==> src/rtl/sigmoid_alu_divider.sv <==
// sigmoid_alu_divider: sequential restoring divider, signed dividend by
// unsigned divisor, quotient and remainder truncated toward zero.
// Optional feature macro: SIGMOID_DIV_ZERO_CHECK_EN (saturating divide-by-zero
// fast path with div_zero flag). Without it a zero divisor runs the normal
// iteration and div_zero stays 0.
module sigmoid_alu_divider #(
  parameter int DIVIDEND_W = 8,
  parameter int DIVISOR_W  = 4
) (
  input  logic                  clk,
  input  logic                  n_rst,
  input  logic                  start,
  input  logic [DIVIDEND_W-1:0] signval,
  input  logic [DIVISOR_W-1:0]  unsignval,
  output logic [DIVIDEND_W-1:0] quotient,
  output logic [DIVISOR_W:0]    remainder,
  output logic                  busy,
  output logic                  done,
  output logic                  div_zero
);

  localparam int CNT_W = $clog2(DIVIDEND_W + 1);

  typedef enum logic [1:0] {
    S_IDLE = 2'd0,
    S_CALC = 2'd1,
    S_SIGN = 2'd2,
    S_DONE = 2'd3
  } state_t;

  state_t                state_q, state_d;
  // Magnitude register doubles as the quotient: magnitude bits leave at the
  // MSB while quotient bits enter at the LSB.
  logic [DIVIDEND_W-1:0] mag_q, mag_d;
  logic                  neg_q, neg_d;
  logic [DIVISOR_W-1:0]  divisor_q, divisor_d;
  logic [DIVISOR_W:0]    prem_q, prem_d;
  logic [CNT_W-1:0]      cnt_q, cnt_d;
  logic [DIVIDEND_W-1:0] quotient_q, quotient_d;
  logic [DIVISOR_W:0]    remainder_q, remainder_d;
  logic                  div_zero_q, div_zero_d;

  // One restoring step: shift in the next magnitude bit, trial subtract.
  logic [DIVISOR_W:0]    shifted;
  logic [DIVISOR_W:0]    diff;
  logic                  ge;
  logic                  zero_div;

  always_comb begin
    shifted = {prem_q[DIVISOR_W-1:0], mag_q[DIVIDEND_W-1]};
    ge      = (shifted >= {1'b0, divisor_q});
    diff    = shifted - {1'b0, divisor_q};
  end

  // Zero-divisor detection only exists when the fast path is built in.
  always_comb begin
`ifdef SIGMOID_DIV_ZERO_CHECK_EN
    zero_div = (unsignval == '0);
`else
    zero_div = 1'b0;
`endif
  end

  // State register.
  // NOTE: sequential state uses non-blocking assignments so every flop
  // samples the pre-edge values, independent of statement order.
  always_ff @(posedge clk or negedge n_rst) begin
    if (!n_rst) state_q <= S_IDLE;
    else        state_q <= state_d;
  end

  // Next-state logic.
  always_comb begin
    // NOTE: every combinational output gets a default first, so no path
    // through the case leaves it unassigned and infers a latch.
    state_d = state_q;
    case (state_q)
      S_IDLE: begin
        if (start) state_d = zero_div ? S_DONE : S_CALC;
      end
      S_CALC: begin
        if (cnt_q == CNT_W'(1)) state_d = S_SIGN;
      end
      S_SIGN:  state_d = S_DONE;
      S_DONE:  state_d = S_IDLE;
      default: state_d = S_IDLE;
    endcase
  end

  // Moore outputs decoded from the state register only.
  always_comb begin
    busy = (state_q == S_CALC) || (state_q == S_SIGN);
    done = (state_q == S_DONE);
  end

  // Datapath next-value logic: operand capture, iteration, sign fix-up.
  always_comb begin
    mag_d       = mag_q;
    neg_d       = neg_q;
    divisor_d   = divisor_q;
    prem_d      = prem_q;
    cnt_d       = cnt_q;
    quotient_d  = quotient_q;
    remainder_d = remainder_q;
    div_zero_d  = div_zero_q;
    case (state_q)
      S_IDLE: begin
        if (start) begin
          if (zero_div) begin
            // Saturate toward the dividend's sign.
            quotient_d  = signval[DIVIDEND_W-1] ? {1'b1, {(DIVIDEND_W-1){1'b0}}}
                                                : {1'b0, {(DIVIDEND_W-1){1'b1}}};
            remainder_d = '0;
            div_zero_d  = 1'b1;
          end else begin
            // -2^(W-1) negates to itself, which reads correctly as unsigned.
            mag_d     = signval[DIVIDEND_W-1] ? -signval : signval;
            neg_d     = signval[DIVIDEND_W-1];
            divisor_d = unsignval;
            prem_d    = '0;
            cnt_d     = CNT_W'(DIVIDEND_W);
          end
        end
      end
      S_CALC: begin
        prem_d = ge ? diff : shifted;
        mag_d  = {mag_q[DIVIDEND_W-2:0], ge};
        cnt_d  = cnt_q - CNT_W'(1);
      end
      S_SIGN: begin
        quotient_d  = neg_q ? -mag_q  : mag_q;
        remainder_d = neg_q ? -prem_q : prem_q;
`ifdef SIGMOID_DIV_ZERO_CHECK_EN
        div_zero_d  = 1'b0;
`endif
      end
      default: ;
    endcase
  end

  // Datapath registers; all cleared by reset, including mid-operation.
  always_ff @(posedge clk or negedge n_rst) begin
    if (!n_rst) begin
      mag_q       <= '0;
      neg_q       <= 1'b0;
      divisor_q   <= '0;
      prem_q      <= '0;
      cnt_q       <= '0;
      quotient_q  <= '0;
      remainder_q <= '0;
      div_zero_q  <= 1'b0;
    end else begin
      mag_q       <= mag_d;
      neg_q       <= neg_d;
      divisor_q   <= divisor_d;
      prem_q      <= prem_d;
      cnt_q       <= cnt_d;
      quotient_q  <= quotient_d;
      remainder_q <= remainder_d;
      div_zero_q  <= div_zero_d;
    end
  end

  assign quotient  = quotient_q;
  assign remainder = remainder_q;
  assign div_zero  = div_zero_q;

endmodule

==> config.mk <==
export PLATFORM = sky130hd
export DESIGN_NAME = sigmoid_alu_divider
export DESIGN_NICKNAME = d
export VERILOG_FILES = /design/src/rtl/sigmoid_alu_divider.sv
export SDC_FILE = /design/constraint.sdc
export NUM_CORES = 1
export LEC_CHECK = 0
export BUFFER_PORTS_ARGS = -buffer_cell sky130_fd_sc_hd__buf_2
export CAP_MARGIN = 20
export CORE_MARGIN = 1.5
export CORE_UTILIZATION = 30
export DETAILED_ROUTE_END_ITERATION = 8
export REMOVE_ABC_BUFFERS = 1
export SETUP_SLACK_MARGIN = 0.5
export SLEW_MARGIN = 25
export SYNTH_ARGS = -nofsm -noshare
export SYNTH_HDL_FRONTEND = slang
export SYNTH_SLANG_ARGS = --single-unit
==> constraint.sdc <==
create_clock -name clk -period 1.7 [get_ports clk]
set_input_delay 0 -clock clk [delete_from_list [all_inputs] [get_ports clk]]
set_output_delay 0 -clock clk [all_outputs]
set_load 0.03 [all_outputs]
# [Word level (Yosys, flattened, before mapping)]
# Cells that the tools add are included.
[totals] reg_bits=37 out_inout_bits=16 word_cells=39
[classes] addsub=5 n_lt_le_gt_ge=1 eq_ne=6 mux=13 reduce_logical=6
[ops] operator="$mux 8" count=3
[ops] operator="$neg 8->8" count=2
[ops] operator="$pmux 8 s2" count=1
[ops] operator="$mux 5" count=3
[ops] operator="$pmux 5 s2" count=1
[ops] operator="$pmux 2 s4" count=1
[ops] operator="$pmux 4 s2" count=1
[ops] operator="$reduce_and 2->1" count=3
[ops] operator="$ge 5x4->1" count=1
[ops] operator="$neg 5->5" count=1
[ops] operator="$sub 5x4->5" count=1
[ops] operator="$eq 2x2->1 const B" count=2
[ops] operator="$eq 4x1->1 const B" count=1
[ops] operator="$mux 2" count=2
[ops] operator="$mux 4" count=1
[ops] operator="$ne 2x2->1 const B" count=2
[ops] operator="$sub 4x1->4 const B" count=1
[ops] operator="$eq 2x1->1 const B" count=1
[ops] operator="$logic_not 2->1" count=1
[ops] operator="$reduce_bool 2->1" count=1
[ops] operator="$logic_or 1x1->1" count=1

# [Longest topological paths before layout]
[depth] word_depth=4 mapped_depth=8 depth_no_buf=8

# [Least setup slack after synthesis]
# OpenSTA, ideal clock, no wires.
[synth_path] path_kind="flip-flop to flip-flop" start="reg prem_q[1]" end="reg prem_q[0]" t_arrival_ps=1609 t_required_ps=1620 path_slack_ps=10 stages_incl_launch_ff=6 n_path_buf=0 period_less_slack_ps=1690 path_cell_list="dfrtp_1 -> ha_1 -> a21oi_1 -> o221a_2 -> mux2_1 -> o22ai_2"
[synth_via] elab_chain_cells=3
[synth_lines] item="start: declaration" line_no="37" rtl="logic [DIVISOR_W:0] prem_q, prem_d;"
[synth_lines] item="start signal: assignment" line_no="156" rtl="prem_q <= prem_d;"
[synth_lines] item="$ge 5x4->1" line_no="51" rtl="ge = (shifted >= {1'b0, divisor_q});"
[synth_lines] item="$mux 5" line_no="126" rtl="prem_d = ge ? diff : shifted;"
[synth_lines] item="$pmux 5 s2" line_no="106" rtl="case (state_q)"
# No other way between the ends.
# A chain may end at the register's enable or synchronous reset.

# [Worst setup path in the final report]
[layout_path] start="reg mag_q[7]" end="reg prem_q[4]"
[layout_via] elab_chain_cells=3
[layout_lines] item="start: declaration" line_no="34" rtl="logic [DIVIDEND_W-1:0] mag_q, mag_d;"
[layout_lines] item="start signal: assignment" line_no="153" rtl="mag_q <= mag_d;"
[layout_lines] item="$sub 5x4->5 or $ge 5x4->1 (tied branches)" line_no="52, 51"
[layout_lines] item="$mux 5 (*)" line_no="126"
[layout_lines] item="$pmux 5 s2 (*)" line_no="106"
# Mark *: on every way between the ends. The rest lies on a longest branch, timed or not.

==> results.py <==
metrics = {
    "worst_setup_path": {
        "cp-end-kind": "register",
        "cp-start-kind": "register",
        "r2r_setup_slack_ns": 0.04,
        "crit_type": "reg -> reg",
        "worstPathRequired_ns": 1.89,
        "crit_fanout": 3,
        "crit-reg2reg-launch": "mag_q[7]",
        "regToRegEndpoint": "prem_q[4]",
        "rr_worst_depth": 8,
        "crit_arrival_ns": 1.85,
    },
    "layout": {
        "area_growth_pct": 63.72,
        "final_nets": 324,
        "fin_area_um2": 3495,
        "layout_commonest_cell": "dfrtp_1",
        "drive_gt1_share_pct": 57.29,
        "diodes": 0,
        "layout_common_cells": "31 x dfrtp_1, 27 x buf_2, 25 x buf_4, 22 x buf_6",
    },
    "place": {
        "post-dp-hpwl_mm": 3.577,
        "placed_cell_area_um2": 2502,
        "place_congestion": 0.8736,
        "io_buffers": 29,
    },
    "die": {
        "dieWidth_um": 87.35,
        "fp-row-count": 30,
        "coreArea_um2": 6832,
        "fp.dieH_um": 87.35,
        "dieArea_um2": 7630,
        "start_util_pct": 31.25,
        "ios": 31,
    },
    "status": {
        "outcome": "finished clean",
    },
    "cts": {
        "cts_tree": "yes",
        "root_buffer": "clkbuf_8",
        "cts.clk_slew.worst_paths_ns": 0.08,
        "htreeDepth": 2,
        "clock_path_buffers": 2,
        "cts.sink_count": 37,
        "cts_made_buffers": 5,
        "insertion_delay_ns": 0.29,
    },
    "worst_hold_path": {
        "hold_class": "in -> reg",
        "holdPathStages": 3,
        "min_from": "signval[6]",
        "min_to": "mag_q[6]",
    },
    "global_routing": {
        "grtUsageTotal_pct": 16.34,
        "grt_pass1_wl_mm": 9.597,
        "grt_max_degree": 20,
        "overflow": 0,
        "antenna_found_initial": 0,
        "grt_pass1_vias": 1954,
    },
    "timing": {
        "tightestPinTransition_ns": 0.5148,
        "hold_violations": 0,
        "max_freq_ghz": 0.6023,
        "fin_crit_ns": 1.660,
        "maxSlewHeadroom_pct": 65.68,
        "period_share_pct": 97.66,
        "drv_slew": 0,
        "rsz0062_at_grt": "true",
        "finClkSkew_ns": 0.005554,
        "setup-violations-final": 0,
    },
    "power_and_ir_drop": {
        "power_density_nw_per_um2": 2404,
        "total_power_mw": 8.401,
        "vdd_drop_max_uv": 1110,
        "p_leak_nw": 1.520,
    },
    "logic_synthesis": {
        "syn_inst": 213,
        "ys_ff_latch": 37,
        "ys_types": 45,
        "synth-main-ff-cell": "dfrtp_1",
        "synth_area_um2": 2135,
        "async_flop_share_pct": 100.0,
        "synth_edf_count": 0,
        "yosysSeqAreaShare_pct": 43.38,
        "avgSynthCellArea_um2": 10.02,
        "yosysWarnings": 0,
    },
    "route": {
        "drtAntennaViolNets": 0,
        "num_vias": 1903,
        "dr.pass1.iters": 4,
        "vias_per_cell": 4.867,
        "routed_wl_mm": 6.093,
        "drt-initial-drc-count": 129,
        "drc": 0,
        "routedWlPerCell_um": 15.58,
    },
    "run": {
        "cap_viol_max_count": 0,
    },
}
cell usage after synthesis (2+ instances only):
| library cell | count | share of area, % |
|---|---|---|
| xor2_1 | 8 | 3.3 |
| dfrtp_1 | 37 | 43 |
| o31ai_1 | 4 | 1.4 |
| inv_1 | 17 | 3.0 |
| ha_1 | 13 | 7.6 |
| nand3_1 | 2 | 0.47 |
| nand2b_1 | 4 | 1.2 |
| mux2_2 | 7 | 3.7 |
| clkbuf_1 | 6 | 1.1 |
| o21ai_1 | 7 | 1.6 |
| nand3b_1 | 2 | 0.70 |
| o22ai_1 | 3 | 0.88 |
| nor2b_1 | 3 | 0.88 |
| o41ai_1 | 3 | 1.2 |
| a21oi_1 | 17 | 4.0 |
| mux2i_1 | 8 | 3.8 |
| a21boi_1 | 2 | 0.70 |
| nor4_1 | 2 | 0.59 |
| nand2_1 | 14 | 2.5 |
| mux2_1 | 4 | 2.1 |
| buf_2 | 2 | 0.47 |
| xnor2_1 | 10 | 4.1 |
| nor2_1 | 16 | 2.8 |
cell families after synthesis:
logic type / share of synthesized area (%)
compound gates: 15.48
xor+xnor: 7.386
fa+ha+maj: 8.558
buf+inv: 5.041
flops: 43.38
mux: 9.555
other cells: 0.1757
simple gates: 10.43
what timing repair did:
item,CTS,global route
endpoints found under the setup margin,38,39
cloned,0,1
buffers inserted,20,10
hold buffers,5,0
endpoints found under the hold margin,21,0
gates resized for setup,69,73
pin swaps,15,19
routing by layer:
metal  vias to the layer above  wire length (um)  track usage [%]
li1                        907                 -                -
met2                        41              3163            28.25
met1                       948              2580            20.28
met4                         0                63            4.906
met3                         7               286            3.602
met5                         -                 0                0
flip-flops by register name (all words and copies together), names as in the netlist:
register	flops
divisor_q	4
remainder	5
neg_q	1
cnt_q	4
state_q	2
quotient	8
mag_q	8
prem_q	5
worst max-delay path by stage:
stage / from / to / slack (ns) / depth (start not counted)
2_1_floorplan: state_q[0] / cnt_q[3] / -0.20 / 6
3_3_place_gp: mag_q[7] / prem_q[4] / 0.02 / 8
3_5_place_dp: divisor_q[2] / prem_q[0] / -0.04 / 6
4_1_cts: mag_q[7] / prem_q[4] / 0.09 / 8
5_1_grt: mag_q[7] / prem_q[4] / -0.04 / 8
6_report: mag_q[7] / prem_q[4] / 0.04 / 8
critical path, cell delays in order, from the launching register on:
cell and delay (ns):
dfrtp_1 0.38, clkinv_2 0.07, ha_4 0.14, inv_2 0.03, fa_2 0.33, a21o_1 0.18
a21oi_2 0.14, xnor2_1 0.08, o31ai_1 0.21
power by group:
part,leakage (nW),internal (mW),switching [mW]
clock network,0.0443,0.322,0.315
logic,1.04,3.11,2.84
registers,0.434,1.34,0.475
total,1.52,4.77,3.63
through the flow:
step / utilization (%) / instances / hold WS (ns) / setup TNS, ns / setup slack (ns)
6_report: 51.15 / 391 / 0.01162 / 0 / 0.03971
5_1_grt: 51.15 / 391 / 0.02926 / -0.05114 / -0.04179
4_1_cts: 45.57 / 380 / 0.01468 / 0 / 0.08625
3_5_place_dp: 36.63 / 348 / -0.02431 / -0.06087 / -0.03686
3_3_place_gp: 36.63 / 348 / -0.02212 / 0 / 0.02317
2_1_floorplan: - / 204 / -0.2956 / -0.6322 / -0.2037
cell type report:
| type | count | area [um2] |
|---|---|---|
| multi-input combinational | 149 | 1570 |
| fill | 619 | 3337 |
| inverter | 18 | 68.82 |
| timing repair buffer | 84 | 715.7 |
| sequential | 37 | 933.4 |
| tap | 96 | 120.1 |
| clock buffer | 7 | 86.33 |
No activity file was read; power rests on OpenSTA's default activity.
